`config.mk`:
```
export PLATFORM = sky130hd
export DESIGN_NAME = gsim_xcollect
export DESIGN_NICKNAME = d
export VERILOG_FILES = /design/src/rtl/gsim_xcollect.sv
export SDC_FILE = /design/constraint.sdc
export NUM_CORES = 1
export LEC_CHECK = 0
export ABC_AREA = 1
export CAP_MARGIN = 25
export CORE_ASPECT_RATIO = 0.75
export CORE_UTILIZATION = 55
export DETAILED_ROUTE_END_ITERATION = 6
export PLACE_DENSITY = 0.75
export SKIP_LAST_GASP = 1
export SLEW_MARGIN = 0
export SYNTH_ARGS = -nofsm -noshare
export SYNTH_HDL_FRONTEND = slang
export SYNTH_SLANG_ARGS = --single-unit
```
`constraint.sdc`:
```
create_clock -name clk -period 3.3 [get_ports clk]
set_clock_uncertainty 0.05 [all_clocks]
set_input_delay 0.495 -clock clk [delete_from_list [all_inputs] [get_ports clk]]
set_output_delay 0.495 -clock clk [all_outputs]
set_load 0.005 [all_outputs]
```
`src/rtl/gsim_xcollect.sv`:
```
// Double-banked collector for solver result vectors: converts Q16.16 words to
// saturated Q8.8 at capture and replays each completed vector over a ready/valid port.
module gsim_xcollect #(
    parameter int N          = 16,
    parameter int FRAC_SHIFT = 8
) (
    input  logic                   clk,
    input  logic                   reset,
    input  logic                   x_valid,
    input  logic [31:0]            x_in,
    output logic                   o_valid,
    input  logic                   o_ready,
    output logic [15:0]            o_data,
    output logic [$clog2(N)-1:0]   o_idx,
    output logic                   o_last,
    output logic                   err_ovf
);

    localparam int IW = $clog2(N);
    localparam logic signed [32:0] ROUND = 33'sd1 <<< (FRAC_SHIFT - 1);

    typedef enum logic [1:0] {
        EMPTY    = 2'd0,
        FILLING  = 2'd1,
        FULL     = 2'd2,
        DRAINING = 2'd3
    } bank_state_t;

    bank_state_t       bank_state [2];
    logic [15:0]       mem [2][N];
    logic              wr_bank;
    logic [IW-1:0]     wr_cnt;
    logic              rd_bank;
    logic [IW-1:0]     rd_cnt;
    logic              drop_mode;

    logic signed [32:0] x_ext;
    logic signed [32:0] x_round;
    logic signed [32:0] x_shift;
    logic [15:0]        x_conv;

    logic rd_fire;
    logic rd_free;
    logic wr_target_empty;
    logic drop_now;

    assign x_ext   = {x_in[31], x_in};
    assign x_round = x_ext + ROUND;
    assign x_shift = x_round >>> FRAC_SHIFT;

    always_comb begin
        x_conv = x_shift[15:0];
        if (x_shift > 33'sd32767)
            x_conv = 16'h7FFF;
        else if (x_shift < -33'sd32768)
            x_conv = 16'h8000;
    end

    assign o_valid = (bank_state[rd_bank] == FULL) || (bank_state[rd_bank] == DRAINING);
    assign o_data  = o_valid ? mem[rd_bank][rd_cnt] : 16'h0000;
    assign o_idx   = rd_cnt;
    assign o_last  = (rd_cnt == IW'(N - 1));

    assign rd_fire = o_valid && o_ready;
    assign rd_free = rd_fire && (rd_cnt == IW'(N - 1));

    // A bank released by this cycle's final read counts as free for a vector starting now.
    assign wr_target_empty = (bank_state[wr_bank] == EMPTY) || (rd_free && (rd_bank == wr_bank));
    assign drop_now        = (wr_cnt == '0) ? !wr_target_empty : drop_mode;

    // Write-side status updates follow the read-side ones so a refill of a just-freed bank wins.
    always_ff @(posedge clk) begin
        if (reset) begin
            bank_state[0] <= EMPTY;
            bank_state[1] <= EMPTY;
            wr_bank       <= 1'b0;
            wr_cnt        <= '0;
            rd_bank       <= 1'b0;
            rd_cnt        <= '0;
            drop_mode     <= 1'b0;
            err_ovf       <= 1'b0;
        end else begin
            if (rd_fire) begin
                if (rd_cnt == IW'(N - 1)) begin
                    bank_state[rd_bank] <= EMPTY;
                    rd_cnt              <= '0;
                    rd_bank             <= ~rd_bank;
                end else begin
                    bank_state[rd_bank] <= DRAINING;
                    rd_cnt              <= rd_cnt + 1'b1;
                end
            end

            if (x_valid) begin
                wr_cnt <= wr_cnt + 1'b1;
                if (wr_cnt == '0)
                    drop_mode <= drop_now;
                if (drop_now) begin
                    err_ovf <= 1'b1;
                end else if (wr_cnt == '0) begin
                    bank_state[wr_bank] <= FILLING;
                end else if (wr_cnt == IW'(N - 1)) begin
                    bank_state[wr_bank] <= FULL;
                    wr_bank             <= ~wr_bank;
                end
            end
        end
    end

    always_ff @(posedge clk) begin
        if (!reset && x_valid && !drop_now)
            mem[wr_bank][wr_cnt] <= x_conv;
    end

endmodule

```
==> results.cfg, run 1 <==
[power_and_ir_drop]
p_switching_mw = 3.04
cell_internal_pwr_mw = 10.8
pwr-share-seq_pct = 53.7
total_leakage_power_nw = 8.95
vdd_drop_max_uv = 377
power_density_mw_per_mm2 = 528
pwr-share-comb_pct = 6.6
power_mw = 13.9
pwr-share-clk_pct = 39.7
switching_share_pct = 21.9

[timing]
setup_ws_ns = -0.144
fin_tns_setup_ns = -0.371
finalSetupViolCount = 5
fin_crit_ns = 3.44
worst_pin_slew_ns = 0.632
rsz0062_at_grt = true
timing.fmax_mhz = 290
slew_viol_final = 0
holdWs_ns = 0.414
hold_viol_final = 0
maxSlewHeadroom_pct = 57.7
finalCritPeriodShare_pct = 104

[synth]
syn_nets = 1827
synth_top_area_share_pct = 70.8
netlist_area_sq_mm = 0.0219
yosysTopAreaCell = edfxtp_1
synth_edf_count = 516
synthTopCellsByArea = edfxtp_1 71%, o21ai_0 6.4%, nor2_1 6.3%, o221ai_1 4.0%, nand2_1 2.5%
synth_area_per_cell_sq_um = 12.3
ys_seq_elements = 530
yosysWarnings = 0
async_flop_share_pct = 0
ys.flop_type = edfxtp_1
synthCells = 1785
ys_seq_area_share_pct = 72.1
yosys.cell_types.count = 35

[die]
row_count = 62
chipWidth_microns = 232
ios = 59
initial_core_util_pct = 56.5
core_area_sq_mm = 0.0387
dieArea_sq_mm = 0.0406
dieHeight_microns = 175

[global_route]
grt_pass1_wl_mm = 87.8
grt_pass1_vias = 14300
antenna_found_initial = 0
grt_start_max_net_pins = 56
grtUsageTotal_pct = 29.4
overflow = 0

[critical_path]
arrival_ns = 2.90
critPathLaunchType = flip-flop
end_kind = primary output
crit_slowest_cell = clkdlybuf4s50_1
cp_cell_sequence = buf_12 -> inv_16 -> buf_6 -> buf_4 -> o21ai_0 -> o221ai_1 -> nand3_2 -> nand2_2 -> nor2_1 -> nor2_2 -> clkdlybuf4s50_1
max_stage_delay_ns = 0.51
cp.required_ns = 2.75
worstPathMaxFanout = 15
crit_type = flip-flop to primary output

[place]
hpwl_mm = 32.5
portBuffers = 51
dp_slack_ns = 0.194
routabilityCongestion = 0.863

[final_layout]
post-route-util_pct = 67.9
syn_to_final_growth_pct = 20.2
fillers = 2597
diodes = 0
drive_gt1_share_pct = 13.4
nets = 1932

[outcome]
outcome = finished with violations
violations = setup timing

[drt]
drc = 0
dr.pass1.iters = 5
antenna_left = 0
first_iter_violations = 2166
wl_per_cell_microns = 24.7
vias = 15500
routed_wl_mm = 60.3
viasPerCell = 6.35

[clocking]
cts_buffer_depth = 3
clk_pin_slew_ns = 0.06
ctsRootBufferMaster = clkbuf_16
insertion_delay_ns = 0.57
cts_sinks = 530
htreeDepth = 2
cts_tree = done
numCtsBuffers = 49

[run]
cap_violations = 0

[min_path]
hold_class = flip-flop to flip-flop
[placed cells by master (no fill, tap or decap), types with 4 or more instances in the layout]
master / netlist / layout
bufinv_16: 0 / 5
clkbuf_1: 79 / 9
o221ai_1: 99 / 94
nand3_2: 0 / 14
ha_1: 6 / 6
nor2_4: 5 / 8
buf_4: 1 / 39
o22ai_1: 29 / 29
clkdlybuf4s50_1: 0 / 38
bufbuf_16: 0 / 6
nor2_1: 366 / 358
inv_1: 48 / 46
edfxtp_1: 516 / 516
dfxtp_1: 14 / 11
o211ai_1: 7 / 7
nor3_1: 9 / 9
clkinv_2: 0 / 12
o221ai_2: 0 / 5
o21ai_2: 0 / 6
o21ai_0: 278 / 271
dlygate4sd2_1: 0 / 10
nand2_2: 10 / 13
clkbuf_16: 0 / 52
buf_12: 0 / 49
a21oi_1: 12 / 9
nand3_1: 71 / 57
nor2_2: 7 / 12
nand2_1: 147 / 144
buf_16: 0 / 14
xor2_1: 7 / 7
clkinv_1: 2 / 13
xnor2_1: 8 / 8
buf_6: 2 / 4
o21ai_1: 10 / 11
[registers in the layout, indices dropped and copies added (netlist names), named ones only]
name,cells
bank_state,4
wr_cnt,4
err_ovf,1
rd_bank,1
o_idx,4
drop_mode,1
wr_bank,1
mem,512
[final timing paths]
check / start / to / slack [ns] / cells past startpoint
min reg2reg: err_ovf / err_ovf / 0.41 / 2
min: err_ovf / err_ovf / 0.41 / 2
max: flip-flop / o_data[2] / -0.14 / 11
max reg2reg: o_idx[0] / mem[1][188] / 0.39 / 13
[critical path, delay by kind of cell, from the launching register on]
family	cells	cell delay (ns)
buf+inv	5	1.11
simple gates	4	0.51
flops	1	0.37
compound gates	2	0.32
[routing by layer]
| layer | GRT usage [%] | part of all wire, % |
|---|---|---|
| met5 | 0 | 0 |
| met4 | 11.3 | 3.7 |
| met3 | 5.78 | 12 |
| met2 | 44.9 | 46 |
| met1 | 42.1 | 39 |
[what timing repair did]
item,4_1_cts,5_1_grt
setup buffers,8,3
pin swaps,34,16
cloned,13,3
hold buffers,0,0
resized for setup,80,18
setup endpoints to repair,16,12
[synthesized netlist by cell type, types with 3 or more instances]
master / instances
nand2_2: 10
a21oi_1: 12
clkbuf_1: 79
nand3_1: 71
inv_1: 48
o211ai_1: 7
o221ai_1: 99
nor2_2: 7
dfxtp_1: 14
edfxtp_1: 516
xor2_1: 7
nand2_4: 3
xnor2_1: 8
nor2_4: 5
a31oi_1: 4
o21ai_1: 10
nand2_1: 147
o21ai_0: 278
o22ai_1: 29
buf_2: 26
buf_1: 7
ha_1: 6
nor2_1: 366
nor3_1: 9
[final cells by class]
cell class              instances  area [sq um]  share of cell area [%]
clock buffers                  58          1260                    4.79
clock inverters                30           267                    1.01
inverters                      52           216                   0.823
repair inverters                1          11.3                  0.0428
multi-input cells            1088          5620                    21.4
repair buffers                168          2500                    9.51
flip-flops and latches        530         15800                    60.0
well taps                     512           641                    2.44
[stage by stage]
| stage | cell area (sq um) | cells |
|---|---|---|
| final | 26300 | 2439 |
| after global routing | 26300 | 2439 |
| after CTS | 26100 | 2433 |
| after detailed placement | 23900 | 2324 |
| after global placement | 23900 | 2324 |
| after floorplan | 21900 | 1785 |
[power groups by stage]
stage / clock network (mW) / registers (mW) / logic [mW]
2_1_floorplan: 0 / 7.59 / 0.423
3_3_place_gp: 0 / 7.59 / 0.833
3_5_place_dp: 0 / 7.60 / 0.861
4_1_cts: 5.53 / 7.45 / 0.889
5_1_grt: 5.78 / 7.45 / 0.968
6_report: 5.52 / 7.45 / 0.918
[kinds of logic after synthesis]
kind of cell | Yosys count | synth area share, %
flip-flops | 530 | 72.1
buffers and inverters | 167 | 3.10
AND/OR/NAND/NOR | 626 | 11.8
AO/OA/AOI/OAI | 441 | 12.1
XOR/XNOR | 15 | 0.600
adder cells (fa/ha/maj) | 6 | 0.343
(Power assumes the default switching activity.)
==> inputs of run 2 (changes only) <==
TNS_END_PERCENT = 50   (was unset)
==> run 2 against run 1 <==
Compared with the run above:
- the run still ends with setup timing left
- combinational power about the same
- sequential share of layout area up 0.20 points
- clock power about the same
- highest routed layer unchanged
==> results.cfg, run 2 (synthesis results as in run 1) <==
[critical_path]
reg2reg_slack_ns = 0.38
cp.required_ns = 2.75
arrival_ns = 2.93
end_kind = primary output
critPathLaunchType = flip-flop
crit_type = flip-flop to primary output
worstPathMaxFanout = 55

[final_layout]
diodes = 0
drive_gt1_share_pct = 13.0
largest_register_ffs = 512
nets = 1927
final_cells = 2434
fillers = 2617
syn_to_final_growth_pct = 19.7
final_area_sq_mm = 0.0262
regMostFlops = mem
final_common_cell = edfxtp_1
final_cell_mix = 516 x edfxtp_1, 359 x nor2_1, 272 x o21ai_0, 145 x nand2_1, 95 x o221ai_1
post-route-util_pct = 67.7

[place]
portBuffers = 51
dp_slack_ns = 0.194
place_inst = 2324
placed_area_sq_mm = 0.0239
routabilityCongestion = 0.863
hpwl_mm = 32.5

[timing]
slew_viol_final = 0
rsz0062_at_grt = true
fin_crit_ns = 3.48
setup_ws_ns = -0.175
hold_viol_final = 0
timing.fmax_mhz = 288
maxSlewHeadroom_pct = 59.6
finalSetupViolCount = 9
worst_pin_slew_ns = 0.600
finalCritPeriodShare_pct = 105

[die]
dieHeight_microns = 175
chipWidth_microns = 232
row_count = 62
dieArea_sq_mm = 0.0406
initial_core_util_pct = 56.5
core_area_sq_mm = 0.0387
ios = 59

[run]
cap_violations = 0

[clocking]
cts_tree = done
cts_sinks = 530
ctsRootBufferMaster = clkbuf_16
insertion_delay_ns = 0.57
clk_pin_slew_ns = 0.06
cts_buffer_depth = 3
ctsHoldBuffers = 0
numCtsBuffers = 49
htreeDepth = 2

[drt]
vias = 15500
wl_per_cell_microns = 24.5
dr.pass1.iters = 5
antenna_left = 0
routed_wl_mm = 59.7
drc = 0
viasPerCell = 6.36
first_iter_violations = 2188

[power_and_ir_drop]
vdd_drop_max_uv = 377
power_density_mw_per_mm2 = 529
power_mw = 13.9
total_leakage_power_nw = 8.90

[global_route]
grt_pass1_vias = 14400
grt_start_max_net_pins = 56
antenna_found_initial = 1
overflow = 0
grtUsageTotal_pct = 29.4
grt_pass1_wl_mm = 87.8

[outcome]
violations = setup timing
outcome = finished with violations

[min_path]
hold_class = flip-flop to flip-flop
-- run 2: path summary, 6_finish.rpt --
kind,end,depth (start not counted),start
setup / recovery,o_data[5],9,flip-flop
hold / removal,err_ovf,2,err_ovf
setup reg to reg,mem[0][188],13,o_idx[0]
hold reg to reg,err_ovf,2,err_ovf
-- run 2: repair_timing --
action / in CTS / in global routing
buffers inserted: 8 / 0
gates resized for setup: 64 / 20
setup endpoints to repair: 16 / 14
pin swaps: 22 / 14
gates cloned: 13 / 1
-- run 2: worst max-delay path, cell delays in order (launching register included) --
cell	delay, ns
dfxtp_4	0.38
buf_12	0.19
buf_16	0.25
o21ai_0	0.15
o221ai_1	0.20
nand3_1	0.21
nand3_2	0.16
nand2_1	0.07
a21oi_1	0.20
clkdlybuf4s50_1	0.54
-- run 2: power breakdown --
part	internal, mW	switching, mW
sequential	7.43	0.0185
combinational	0.306	0.614
clock	3.11	2.39
-- run 2: final cells by class --
class                           count  area, sq um  share of cell area [%]
Timing Repair inverter              1         16.3                  0.0621
Tap cell                          512          641                    2.44
Multi-Input combinational cell   1088         5600                    21.4
Inverter                           52          216                   0.826
Clock inverter                     30          267                    1.02
Sequential cell                   530        15800                    60.2
Clock buffer                       58         1260                    4.81
Timing Repair Buffer              163         2430                    9.26
-- run 2: per-stage QoR --
stage / TNS [ns] / hold slack [ns]
after global routing: -1.85 / 0.486
after global placement: 0 / 0.403
after floorplan: 0 / 0.411
after detailed placement: 0 / 0.406
final: -1.14 / 0.415
after CTS: -1.36 / 0.419
-- run 2: routing by layer --
| layer | share of wire [%] | global-route usage (%) | up-vias |
|---|---|---|---|
| met2 | 46 | 44.8 | 1052 |
| li1 | - | - | 6770 |
| met3 | 12 | 6.22 | 158 |
| met5 | 0 | 0 | - |
| met1 | 39 | 42.0 | 7506 |
| met4 | 3.8 | 10.9 | 0 |
